`src/rtl/regression_loader.sv`:
```
// Sample loader for the regression datapath: buffers N (x,y) pairs into sample memory,
// then handshakes with the datapath controller. Optional watchdog: REGRESSION_LOADER_TIMEOUT_EN.
module regression_loader #(
  parameter int DW  = 20,
  parameter int AW  = 8,
  parameter int N   = 150,
  parameter int TMO = 4096
) (
  input  logic          clk,
  input  logic          rst,
  input  logic          go,
  input  logic          in_valid,
  input  logic [DW-1:0] in_x,
  input  logic [DW-1:0] in_y,
  output logic          in_ready,
  output logic          mem_we,
  output logic [AW-1:0] mem_addr,
  output logic [DW-1:0] mem_x,
  output logic [DW-1:0] mem_y,
  output logic          dp_start,
  input  logic          dp_ready,
  output logic          busy,
  output logic          done,
  output logic          timeout
);

  typedef enum logic [2:0] {
    S_IDLE, S_LOAD, S_FLUSH, S_START, S_WAIT_BUSY, S_WAIT_DONE, S_DONE
  } state_t;

  // One extra bit so N = 2^AW still fits in the sample counter.
  localparam logic [AW:0] LAST_IDX = (AW+1)'(N - 1);

  state_t        r_state;
  logic [AW:0]   r_cnt;
  logic          r_mem_we;
  logic [AW-1:0] r_mem_addr;
  logic [DW-1:0] r_mem_x;
  logic [DW-1:0] r_mem_y;
  logic          r_dp_start;
  logic          r_busy;
  logic          r_done;
  logic          w_acc;

`ifdef REGRESSION_LOADER_TIMEOUT_EN
  localparam int          TW       = $clog2(TMO + 1);
  localparam logic [TW-1:0] TMO_LAST = TW'(TMO - 1);
  logic [TW-1:0] r_tmo_cnt;
  logic          r_timeout;
  assign timeout = r_timeout;
`else
  assign timeout = 1'b0;
`endif

  assign in_ready = (r_state == S_LOAD);
  assign w_acc    = in_valid & in_ready;

  always_ff @(posedge clk) begin
    if (!rst) begin
      r_state    <= S_IDLE;
      r_cnt      <= '0;
      r_mem_we   <= 1'b0;
      r_mem_addr <= '0;
      r_mem_x    <= '0;
      r_mem_y    <= '0;
      r_dp_start <= 1'b0;
      r_busy     <= 1'b0;
      r_done     <= 1'b0;
`ifdef REGRESSION_LOADER_TIMEOUT_EN
      r_tmo_cnt  <= '0;
      r_timeout  <= 1'b0;
`endif
    end else begin
      r_mem_we   <= w_acc;
      r_dp_start <= 1'b0;
      r_done     <= 1'b0;
      if (w_acc) begin
        r_mem_addr <= r_cnt[AW-1:0];
        r_mem_x    <= in_x;
        r_mem_y    <= in_y;
        r_cnt      <= r_cnt + 1'b1;
      end
      case (r_state)
        S_IDLE: begin
          if (go) begin
            r_state <= S_LOAD;
            r_cnt   <= '0;
            r_busy  <= 1'b1;
`ifdef REGRESSION_LOADER_TIMEOUT_EN
            r_timeout <= 1'b0;
`endif
          end
        end
        S_LOAD: begin
          if (w_acc && (r_cnt == LAST_IDX)) r_state <= S_FLUSH;
        end
        // FLUSH is the cycle the final sample is written out.
        S_FLUSH: begin
          r_state    <= S_START;
          r_dp_start <= 1'b1;
        end
        S_START: begin
          r_state <= S_WAIT_BUSY;
`ifdef REGRESSION_LOADER_TIMEOUT_EN
          r_tmo_cnt <= '0;
`endif
        end
        S_WAIT_BUSY: begin
`ifdef REGRESSION_LOADER_TIMEOUT_EN
          r_tmo_cnt <= r_tmo_cnt + 1'b1;
`endif
          if (!dp_ready) begin
            r_state <= S_WAIT_DONE;
          end
`ifdef REGRESSION_LOADER_TIMEOUT_EN
          else if (r_tmo_cnt == TMO_LAST) begin
            r_state   <= S_IDLE;
            r_busy    <= 1'b0;
            r_timeout <= 1'b1;
          end
`endif
        end
        S_WAIT_DONE: begin
`ifdef REGRESSION_LOADER_TIMEOUT_EN
          r_tmo_cnt <= r_tmo_cnt + 1'b1;
`endif
          if (dp_ready) begin
            r_state <= S_DONE;
            r_done  <= 1'b1;
          end
`ifdef REGRESSION_LOADER_TIMEOUT_EN
          else if (r_tmo_cnt == TMO_LAST) begin
            r_state   <= S_IDLE;
            r_busy    <= 1'b0;
            r_timeout <= 1'b1;
          end
`endif
        end
        S_DONE: begin
          r_state <= S_IDLE;
          r_busy  <= 1'b0;
        end
        default: begin
          r_state <= S_IDLE;
          r_busy  <= 1'b0;
        end
      endcase
    end
  end

  assign mem_we   = r_mem_we;
  assign mem_addr = r_mem_addr;
  assign mem_x    = r_mem_x;
  assign mem_y    = r_mem_y;
  assign dp_start = r_dp_start;
  assign busy     = r_busy;
  assign done     = r_done;

endmodule

```
`config.mk`:
```
export PLATFORM = sky130hd
export DESIGN_NAME = regression_loader
export DESIGN_NICKNAME = d
export VERILOG_FILES = /design/src/rtl/regression_loader.sv
export SDC_FILE = /design/constraint.sdc
export NUM_CORES = 1
export LEC_CHECK = 0
export BUFFER_PORTS_ARGS = -buffer_cell sky130_fd_sc_hd__clkbuf_2
export CAP_MARGIN = 20
export CELL_PAD_IN_SITES_DETAIL_PLACEMENT = 0
export CELL_PAD_IN_SITES_GLOBAL_PLACEMENT = 2
export CORE_MARGIN = 1
export CORE_UTILIZATION = 25
export DETAILED_ROUTE_END_ITERATION = 10
export GPL_TIMING_DRIVEN = 1
export PLACE_DENSITY = 0.82
export SYNTH_ARGS = -nofsm -noshare
export SYNTH_HDL_FRONTEND = slang
export SYNTH_SLANG_ARGS = --single-unit
```
`constraint.sdc`:
```
create_clock -name clk -period 1.25 [get_ports clk]
set_input_delay 0.0625 -clock clk [delete_from_list [all_inputs] [get_ports clk]]
set_output_delay 0.0625 -clock clk [all_outputs]
set_load 0.02 [all_outputs]
```
# After elaboration in Yosys (flattened, before gate mapping)
# Index checks and enable logic that the tools add are counted.
dict set report word_totals {
  mem_bits_ro 0
  in_bits 45
  wordCells 40
  mem_bits_rw 0
  reg_bits 64
  mem_count 0
  out_inout_bits 54
  latchBits 0
}
dict set report classes {
  n_addsub 1
  n_mul 0
  reduce_logical 6
  order_cmp 0
  n_mux 12
  bitwise_logic 2
  n_div 0
  shifts 0
  eq_ne 10
}
# cell count
set op_table {}
lappend op_table {{$mux W9} 3}
lappend op_table {{$pmux W3 S6} 1}
lappend op_table {{$mux W3} 4}
lappend op_table {{$add A9 B1 Y9 const B} 1}
lappend op_table {{$eq A9 B8 Y1 const B} 1}
lappend op_table {{$eq A3 B2 Y1 const B} 2}
lappend op_table {{$eq A3 B3 Y1 const B} 2}
lappend op_table {{$ne A2 B2 Y1 const B} 3}
lappend op_table {{$reduce_or A5 Y1} 1}
lappend op_table {{$reduce_and A2 Y1} 2}
lappend op_table {{$reduce_and A4 Y1} 1}
lappend op_table {{$eq A3 B1 Y1 const B} 1}
lappend op_table {{$logic_not A3 Y1} 1}
lappend op_table {{$mux W1} 3}
lappend op_table {{$ne A2 B1 Y1 const B} 1}
lappend op_table {{$pmux W1 S2} 1}
lappend op_table {{$and A1 B1 Y1} 1}
lappend op_table {{$logic_and A1 B1 Y1} 1}
lappend op_table {{$not A1 Y1} 1}

# Longest topological paths before layout
# Gate-level depths: netlist (run 1).
dict set report depth {
  ltp_word 5
  mapped_depth 6
  mapped_depth_nobuf 4
}

# Least setup slack after synthesis (run 1)
# Ideal clock, no wire load.
dict set report synth_path {
  kind {register to register}
  startpoint {register r_cnt[0]}
  endpoint {register r_cnt[6]}
  setup_time_ps 70
  path_slack_ps -103
  period_less_slack_ps 1353
  arrival_ps 1282
  stages_incl_launch_ff 5
  path_buffers 0
  required_ps 1180
  path_cell_list {dfxtp_1 > ha_1 > inv_1 > or4_1 > a21oi_1}
}
dict set report synth_between {
  elab_chain_cells 4
}
# item line_no
set synth_lines {}
lappend synth_lines {{start: declaration} 35} ;# logic [AW:0] r_cnt;
lappend synth_lines {{start signal: assignment} 81} ;# r_cnt <= r_cnt + 1'b1;
lappend synth_lines {{$add A9 B1 Y9 (*)} 81}
lappend synth_lines {{$mux W9 (*)} 77} ;# if (w_acc) begin
lappend synth_lines {{$mux W9} 85} ;# if (go) begin
lappend synth_lines {{$mux W9 (*)} 83} ;# case (r_state)
# Mark *: on every way between the ends. The rest lies on a longest branch, timed or not.
# A chain may end at the register's enable or synchronous reset.

# Worst setup path in the final report (run 1)
dict set report layout_path {
  startpoint {register r_state[2]}
  endpoint {register r_cnt[6]}
}
dict set report layout_between {
  elab_chain_cells 5
  word_cells_on_any_way 6
  classes_between {eq/ne: 1; mux: 3; bitwise: 1; reduce/logical: 1}
}
# item line_no
set layout_lines {}
lappend layout_lines {{start: declaration} 34} ;# state_t r_state;
lappend layout_lines {{start signal: assignment} 60} ;# r_state <= S_IDLE;
lappend layout_lines {{start signal: assignment} 86} ;# r_state <= S_LOAD;
lappend layout_lines {{start signal: assignment} 95} ;# if (w_acc && (r_cnt == LAST_IDX)) r_state <= S_FLUSH;
lappend layout_lines {{$eq A3 B1 Y1} 55} ;# assign in_ready = (r_state == S_LOAD);
lappend layout_lines {{$and A1 B1 Y1} 56} ;# assign w_acc = in_valid & in_ready;
lappend layout_lines {{$mux W9} 77}
lappend layout_lines {{$mux W9} 85}
lappend layout_lines {{$mux W9 (*)} 83}
# Marks and branches as above.

==> impl_metrics.ini, run 1 <==
[status]
status = finished, violations left
failed_checks = setup timing

[setup_path]
critical_path_class = flop to flop
reg2reg_launch_point = r_state[2]
worstPathArrival_ps = 1640
worstSetupStartpointType = flop
timing.critical_path.to_type = flop
crit_slowest_cell = or4_1
crit_path_max_fanout = 7
worst-endpoint-required_ps = 1530
timing.critical_path.cells = nand4bb_4 -> or4_1 -> a21oi_1
critical_path.startpoint = r_state[2]
timing.critical_path.slowest_cell_delay_ps = 530

[sta]
fmaxAchievable_ghz = 0.732
timing_hold_violations_final = 0
timing.final.setup_violations = 48
rsz0062_at_grt = true
finClkSkew_ps = 7.26
finalCritPeriodShare = 1.09
slew_violations = 0
timing.final.crit_period_ps = 1370
finalWorstSetupSlack_ps = -116

[synth]
post_synth_num_cell_types = 38
yosysMostFrequentCell = nand2_1
post_synth_inst_count = 297
synth.yosys.seq_area_share = 0.490
netlist_top_cells_area = dfxtp_1 49%, nand2_1 14%, a21boi_1 13%
synth-seq-cells = 64
yosys.area.top_type = dfxtp_1
synthesis.area_per_instance_sq_um = 8.80
synth_area_sq_um = 2620
synth_ff_type = dfxtp_1
synthesis.nets = 344
synth-warning-count = 0
post_synth_edffs = 0
yosys-top-cells-count = 99 x nand2_1, 64 x dfxtp_1, 47 x a21boi_1
asyncSetResetFlopFracSynth = 0
synth_top_area_share = 0.490

[layout]
nets = 508
syn_to_final_growth_pct = 68.6
final_cell_area_sq_um = 4410
layout-drive-gt1-share = 0.414
num_antenna_cells = 0
post-route-util = 0.443

[routing]
drt-vias-per-instance = 4.33
drt-total-wl_microns = 7570
drc = 0
route.vias.total = 2594
detail_route.wl_per_cell_microns = 12.6
detail_route.iter0.violations = 59
drt_pass1_iterations = 4
ant_nets = 0

[clocking]
clk_pin_slew_ps = 80
h_tree_lvls = 3
ctsRootBufferMaster = clkbuf_8
clk_path_buf_depth = 2
clock_latency_reported_for_the_late_side_of_the_worst_skew_pair_ps = 340
tritoncts = done
cts_made_buffers = 9
cts.sink_count = 64

[floorplanning]
design.core.area_sq_um = 9950
starting_utilization_of_the_core_area = 0.263
ioPinCount = 99
row_count = 36
die_area_sq_um = 10900
die_height_microns = 104
die_width_microns = 104

[place]
place_hpwl_microns = 4540
routabilityCongestion = 0.754
port_buffers = 97
dpl_cell_area_sq_um = 3350

[grt]
globalRouteOverflowTotal = 0
number_of_global_route_vias_before_repair = 2477
grt_use_total = 0.135
grt_first_pass_wirelength_microns = 11700
number_of_antenna_violations_at_the_first_check_in_global_routing = 0
largest_net_degree_at_the_start_of_global_routing = 59

[power_and_ir_drop]
total_leakage_power_uw = 0.00187
pwr_density_cell_nw_per_um2 = 1360
max-vdd-ir-drop_mv = 0.594
power.total_uw = 5990

[min_path]
min-delay-path-class = input port to flop
min_delay_startpoint = dp_ready

[run]
maxCapViolCount = 0
==> state kept, by name, indices dropped and copies added, names as in the netlist <==
register and flops:
mem_x 20, done 1, mem_y 20, mem_addr 8, r_state 3, r_cnt 9
dp_start 1, mem_we 1, busy 1
==> per-layer routing <==
| layer | vias to the layer above | GRT usage | wire [microns] | share of wire |
|---|---|---|---|---|
| met4 | 0 | 0.0653 | 154 | 0.020 |
| met1 | 1198 | 0.166 | 3480 | 0.46 |
| li1 | 1326 | - | - | - |
| met5 | - | 0 | 0 | 0 |
| met3 | 14 | 0.0301 | 276 | 0.036 |
| met2 | 56 | 0.222 | 3650 | 0.48 |
==> path summary, 6_finish.rpt <==
| path | slack, ps | to | cells past startpoint |
|---|---|---|---|
| worst min-delay path | 30 | done | 3 |
| worst max-delay path | -120 | r_cnt[6] | 3 |
| worst min register to register | 450 | mem_x[8] | 2 |
| worst max register to register | -120 | r_cnt[6] | 3 |
==> what timing repair did <==
action | CTS | global route
resized for setup | 17 | 49
hold buffers | 40 | 0
pin swaps | 9 | 25
endpoints found under the hold margin | 40 | 0
setup buffers | 3 | 7
endpoints found under the setup margin | 54 | 58
gates cloned | 0 | 5
==> cells by family after synthesis <==
group / count (synthesis) / synth area share
flip-flops: 64 / 0.490
multiplexers: 2 / 0.00766
buffers and inverters: 24 / 0.0555
adder cells (fa/ha/maj): 2 / 0.00957
other: 1 / 0.00143
AO/OA/AOI/OAI: 67 / 0.184
AND/OR/NAND/NOR: 135 / 0.245
XOR/XNOR: 2 / 0.00670
==> worst max-delay path: cells and delay by family, from the launching register on <==
kind	cells	cell delay [ps]
flops	1	340
compound gates	1	160
simple gates	2	820
==> stage by stage <==
step | setup TNS [ps] | hold slack [ps] | std cells | setup slack [ps]
after floorplan | 0 | 197 | 297 | 12.8
after global placement | -945 | 286 | 528 | -51.7
after detailed placement | -1790 | 291 | 528 | -115
after CTS | -1430 | 8.69 | 587 | -89.5
after global routing | -5230 | 52.8 | 599 | -153
final | -2240 | 30.0 | 599 | -116
==> where the power goes <==
| group | internal, uW | switching (uW) |
|---|---|---|
| combinational | 857 | 841 |
| clock | 1180 | 803 |
| sequential | 2210 | 108 |
| total | 4240 | 1750 |
==> layout by cell type (no fill, tap or decap), drive strengths merged, types with 5 or more instances in the layout <==
cell           n
clkbuf       111
nand2        100
dfxtp         64
a21boi        49
dlygate4sd3   40
buf           35
nand3          6
a21oi          6
o21ai          5
==> cell type report <==
cell class	count	area, sq um
Multi-Input combinational cell	209	1370
Sequential cell	64	1290
Fill cell	984	5550
Tap cell	133	166
Clock inverter	5	78.8
Clock buffer	11	141
Inverter	2	7.51
Timing Repair Buffer	175	1350
Power figures use the tool's default switching activity.
==> run 2: changes to the inputs <==
--- a/config.mk
+++ b/config.mk
@@ -10,10 +10,11 @@
 export CELL_PAD_IN_SITES_DETAIL_PLACEMENT = 0
 export CELL_PAD_IN_SITES_GLOBAL_PLACEMENT = 2
 export CORE_MARGIN = 1
-export CORE_UTILIZATION = 25
+export CORE_UTILIZATION = 26
+export CTS_BUF_LIST = sky130_fd_sc_hd__clkbuf_8
 export DETAILED_ROUTE_END_ITERATION = 10
 export GPL_TIMING_DRIVEN = 1
-export PLACE_DENSITY = 0.82
+export PLACE_DENSITY = 0.84
 export SYNTH_ARGS = -nofsm -noshare
 export SYNTH_HDL_FRONTEND = slang
 export SYNTH_SLANG_ARGS = --single-unit
==> run 2 against run 1 <==
- the run still ends with setup timing left
- first-iteration DRC count rose by 29%
- maximum frequency up 2.2%
- critical path type unchanged
- sequential share of layout area grew 1.4 points
- clock skew about the same
- clock-buffer cell count did not move
- die area fell by 3.8%
- critical endpoint is now r_cnt[8]
- highest routed layer unchanged
- power fell by 7.4%
- non-clock buffer count is 4 lower
- combinational power fell by 14%
- critical path depth is 1 higher
- hold slack got worse by 8.2 ps
==> impl_metrics.ini, run 2 (synthesis results as in run 1) <==
[status]
status = finished, violations left
failed_checks = setup timing

[sta]
finClkSkew_ps = 6.96
setup_total_negative_slack_ps = -765
finalCritPeriodShare = 1.07
timing.final.crit_period_ps = 1340
rsz0062_at_grt = true
timing_hold_violations_final = 0
fmaxAchievable_ghz = 0.748
finalWorstSetupSlack_ps = -86.2
timing.final.setup_violations = 33
slew_violations = 0

[routing]
detail_route.iter0.violations = 76
route.vias.total = 2566
drc = 0
ant_nets = 0
drt-total-wl_microns = 7070
drt-vias-per-instance = 4.31
drt_pass1_iterations = 4
detail_route.wl_per_cell_microns = 11.9

[clocking]
h_tree_lvls = 3
clock_latency_reported_for_the_late_side_of_the_worst_skew_pair_ps = 330
clk_pin_slew_ps = 70
cts_made_buffers = 9
clk_path_buf_depth = 2
ctsRootBufferMaster = clkbuf_8
cts.sink_count = 64
tritoncts = done

[layout]
nets = 504
final_cell_area_sq_um = 4210
num_antenna_cells = 0
filler_cell_count = 995
post-route-util = 0.431
syn_to_final_growth_pct = 61.1
post_layout_nonfiller_instances = 595
mostFrequentLayoutCell = nand2_1
layout-drive-gt1-share = 0.392
most-common-layout-cells = 99 x nand2_1, 96 x clkbuf_2, 57 x dfxtp_1

[power_and_ir_drop]
max-vdd-ir-drop_mv = 0.489
power.total_uw = 5550
pwr_density_cell_nw_per_um2 = 1320
total_leakage_power_uw = 0.00176

[setup_path]
worst-endpoint-required_ps = 1520
crit_path_max_fanout = 3
critical_path_class = flop to flop
timing.critical_path.to_type = flop
worstSetupStartpointType = flop
worstPathArrival_ps = 1600

[floorplanning]
die_width_microns = 102
row_count = 36
die_area_sq_um = 10500
ioPinCount = 99
die_height_microns = 102
starting_utilization_of_the_core_area = 0.268
design.core.area_sq_um = 9770

[grt]
largest_net_degree_at_the_start_of_global_routing = 59
globalRouteOverflowTotal = 0
grt_use_total = 0.134
grt_first_pass_wirelength_microns = 10800
number_of_global_route_vias_before_repair = 2355
number_of_antenna_violations_at_the_first_check_in_global_routing = 0

[place]
place_hpwl_microns = 4420
port_buffers = 97
dpl.cell_count = 531
dpl_cell_area_sq_um = 3380
routabilityCongestion = 0.792

[run]
maxCapViolCount = 0

[min_path]
min-delay-path-class = input port to flop
## run 2: cell count changes in the layout (fill, tap and decap cells not counted), moves of 4 or more
cell     previous run  this run
nand2_1            84        99
nand2_4             8         0
nand2_2             7         0
buf_4              20        25
a21oi_1             5         1
a21oi_2             1         5
## run 2: final cells by class
class	count	area, sq um	share of cell area
clock buffers	11	151	0.0359
clock inverters	5	47.5	0.0113
inverters	2	7.51	0.00178
multi-input cells	209	1320	0.312
flip-flops and latches	64	1290	0.307
well taps	133	166	0.0395
repair buffers	171	1230	0.292
## run 2: per-stage QoR
step           hold slack, ps  worst slack (ps)
2_1_floorplan             197              12.8
3_3_place_gp              283             -99.8
3_5_place_dp              292             -87.3
4_1_cts                  2.48             -92.8
5_1_grt                  19.3              -137
6_report                 21.8             -86.2
## run 2: worst paths after layout
| path | start | end | slack [ps] | cells after the start |
|---|---|---|---|---|
| hold reg to reg | mem_addr[4] | mem_addr[4] | 450 | 2 |
| setup / recovery | r_cnt[0] | r_cnt[8] | -90 | 4 |
| setup reg to reg | r_cnt[0] | r_cnt[8] | -90 | 4 |
| hold / removal | dp_ready | done | 20 | 3 |
## run 2: timing repair
item | CTS | global route
pin swaps | 14 | 6
cloned | 0 | 1
endpoints found under the setup margin | 48 | 61
hold buffers | 40 | 0
setup buffers | 7 | 1
gates resized for setup | 25 | 14
endpoints found under the hold margin | 40 | 0
## run 2: power by group
group          leakage [uW]  internal [uW]  switching (uW)
clock              0.000112           1010             766
combinational       0.00112            699             771
sequential         0.000523           2210            97.8
total               0.00176           3920            1630
## run 2: routing by layer
metal  track usage  share of wire
met2         0.227           0.50
met4        0.0495          0.010
met1         0.165           0.46
met5             0              0
met3        0.0315          0.034
## run 2: worst max-delay path: stages, from the launching register on
cell and delay, ps:
dfxtp_4 380, ha_4 140, nand3_2 90, or4_4 530, a21oi_2 130
==> run 3: changes to the inputs <==
--- a/config.mk
+++ b/config.mk
@@ -9,6 +9,7 @@
 export CAP_MARGIN = 20
 export CELL_PAD_IN_SITES_DETAIL_PLACEMENT = 0
 export CELL_PAD_IN_SITES_GLOBAL_PLACEMENT = 2
+export CORE_ASPECT_RATIO = 0.7
 export CORE_MARGIN = 1
 export CORE_UTILIZATION = 26
 export CTS_BUF_LIST = sky130_fd_sc_hd__clkbuf_8
==> run 3 against run 2 <==
- the run still ends with setup timing left
- critical path depth increased by 2
- die area about the same
- sequential cell count unchanged
- first-iteration DRC count decreased by 13%
- register-to-register slack got worse by 20 ps
==> impl_metrics.ini, run 3 (synthesis results as in run 1) <==
[floorplanning]
starting_utilization_of_the_core_area = 0.269
die_height_microns = 85.9
design.core.area_sq_um = 9720
die_area_sq_um = 10500
ioPinCount = 99
row_count = 30
die_width_microns = 122

[setup_path]
timing.critical_path.to_type = flop
worstSetupStartpointType = flop
critical_path_class = flop to flop
r2r_worst_path_depth = 6
timing.critical_path.slowest_cell_delay_ps = 340
worstPathArrival_ps = 1590
critical-path-top-cell-by-count = buf_6
r2r-end = r_cnt[0]
crit_slowest_cell = and4bb_4
critical_path.startpoint = r_state[1]
worst-endpoint-required_ps = 1480
reg2reg_launch_point = r_state[1]
timing.critical_path.cells = buf_6 -> and4bb_4 -> buf_6 -> buf_12 -> xnor2_2 -> nor2_1
crit_path_max_fanout = 8
timing.critical_path.to = r_cnt[0]
reg2reg_setup_slack_ps = -110

[routing]
drt_pass1_iterations = 4
route.vias.total = 2658
drc = 0
drt-vias-per-instance = 4.43
detail_route.wl_per_cell_microns = 13.1
drt-total-wl_microns = 7890
detail_route.iter0.violations = 66
ant_nets = 0

[sta]
timing.final.setup_violations = 58
timing_hold_violations_final = 0
fmaxAchievable_ghz = 0.737
finalCritPeriodShare = 1.09
timing.final.crit_period_ps = 1360
finClkSkew_ps = 4.96
finalWorstSetupSlack_ps = -106
slew_violations = 0
rsz0062_at_grt = true

[place]
place_hpwl_microns = 4460
dpl_cell_area_sq_um = 3370
port_buffers = 97
routabilityCongestion = 0.729
place_ws_ps = -131

[grt]
number_of_global_route_vias_before_repair = 2505
number_of_antenna_violations_at_the_first_check_in_global_routing = 0
largest_net_degree_at_the_start_of_global_routing = 52
grt_use_total = 0.151
grt_first_pass_wirelength_microns = 12100
globalRouteOverflowTotal = 0

[clocking]
ctsRootBufferMaster = clkbuf_8
cts.sink_count = 64
h_tree_lvls = 3
cts_made_buffers = 9
clk_pin_slew_ps = 70
clock_latency_reported_for_the_late_side_of_the_worst_skew_pair_ps = 340
tritoncts = done
clk_path_buf_depth = 2

[power_and_ir_drop]
max-vdd-ir-drop_mv = 0.581
total_leakage_power_uw = 0.00196
pwr_density_cell_nw_per_um2 = 1290
power.total_uw = 5800

[layout]
syn_to_final_growth_pct = 72.4
most-common-layout-cells = 96 x clkbuf_2, 79 x nand2_1, 54 x dfxtp_1
layout-drive-gt1-share = 0.466
mostFrequentLayoutCell = clkbuf_2
final_cell_area_sq_um = 4510
num_antenna_cells = 0
nets = 514

[min_path]
min-delay-path-class = input port to flop

[status]
failed_checks = setup timing
status = finished, violations left

[run]
maxCapViolCount = 0
run 3: worst min path at each step:
stage	start	end	depth (start not counted)
after floorplan	in_x[10]	mem_x[10]	2
after global placement	in_y[15]	mem_y[15]	3
after detailed placement	in_x[4]	mem_x[4]	3
after CTS	rst	r_state[1]	2
after global routing	rst	r_state[1]	2
final	rst	dp_start	3
run 3: through the flow:
stage	setup TNS (ps)	hold WS, ps	utilization	instances
6_report	-2900	138	0.464	600
5_1_grt	-6870	121	0.464	600
4_1_cts	-3450	110	0.436	595
3_5_place_dp	-2900	291	0.346	526
3_3_place_gp	-1030	285	0.346	526
2_1_floorplan	0	197	-	297
run 3: routing by layer:
metal | wire length [microns] | vias to the layer above | track usage
met4 | 112 | 0 | 0.0651
met3 | 484 | 13 | 0.0539
li1 | - | 1333 | -
met2 | 3610 | 76 | 0.232
met5 | 0 | - | 0
met1 | 3680 | 1236 | 0.192
run 3: critical path: cells and delay by family (launching register included):
kind	cells	cell delay, ps
AND/OR/NAND/NOR	2	410
buffers and inverters	3	400
flip-flops	1	330
XOR/XNOR	1	110
run 3: final cells by class:
cell class | instances | area (sq um)
Timing Repair Buffer | 181 | 1390
Clock buffer | 9 | 124
Inverter | 2 | 7.51
Fill cell | 951 | 5210
Multi-Input combinational cell | 209 | 1470
Tap cell | 128 | 160
Sequential cell | 64 | 1300
Clock inverter | 7 | 61.3
run 3: repair_timing:
action                     in CTS  in global routing
cloned                          2                  1
setup buffers                  11                  4
resized for setup              38                 59
setup endpoints to repair      57                 62
pin swaps                      15                 40
hold buffers                   41                  0
hold endpoints to repair       41                  0
run 3: power by group:
part / internal (uW) / leakage (uW) / switching [uW]
clock network: 903 / 0.000103 / 816
registers: 2210 / 0.000525 / 108
logic: 879 / 0.00133 / 892
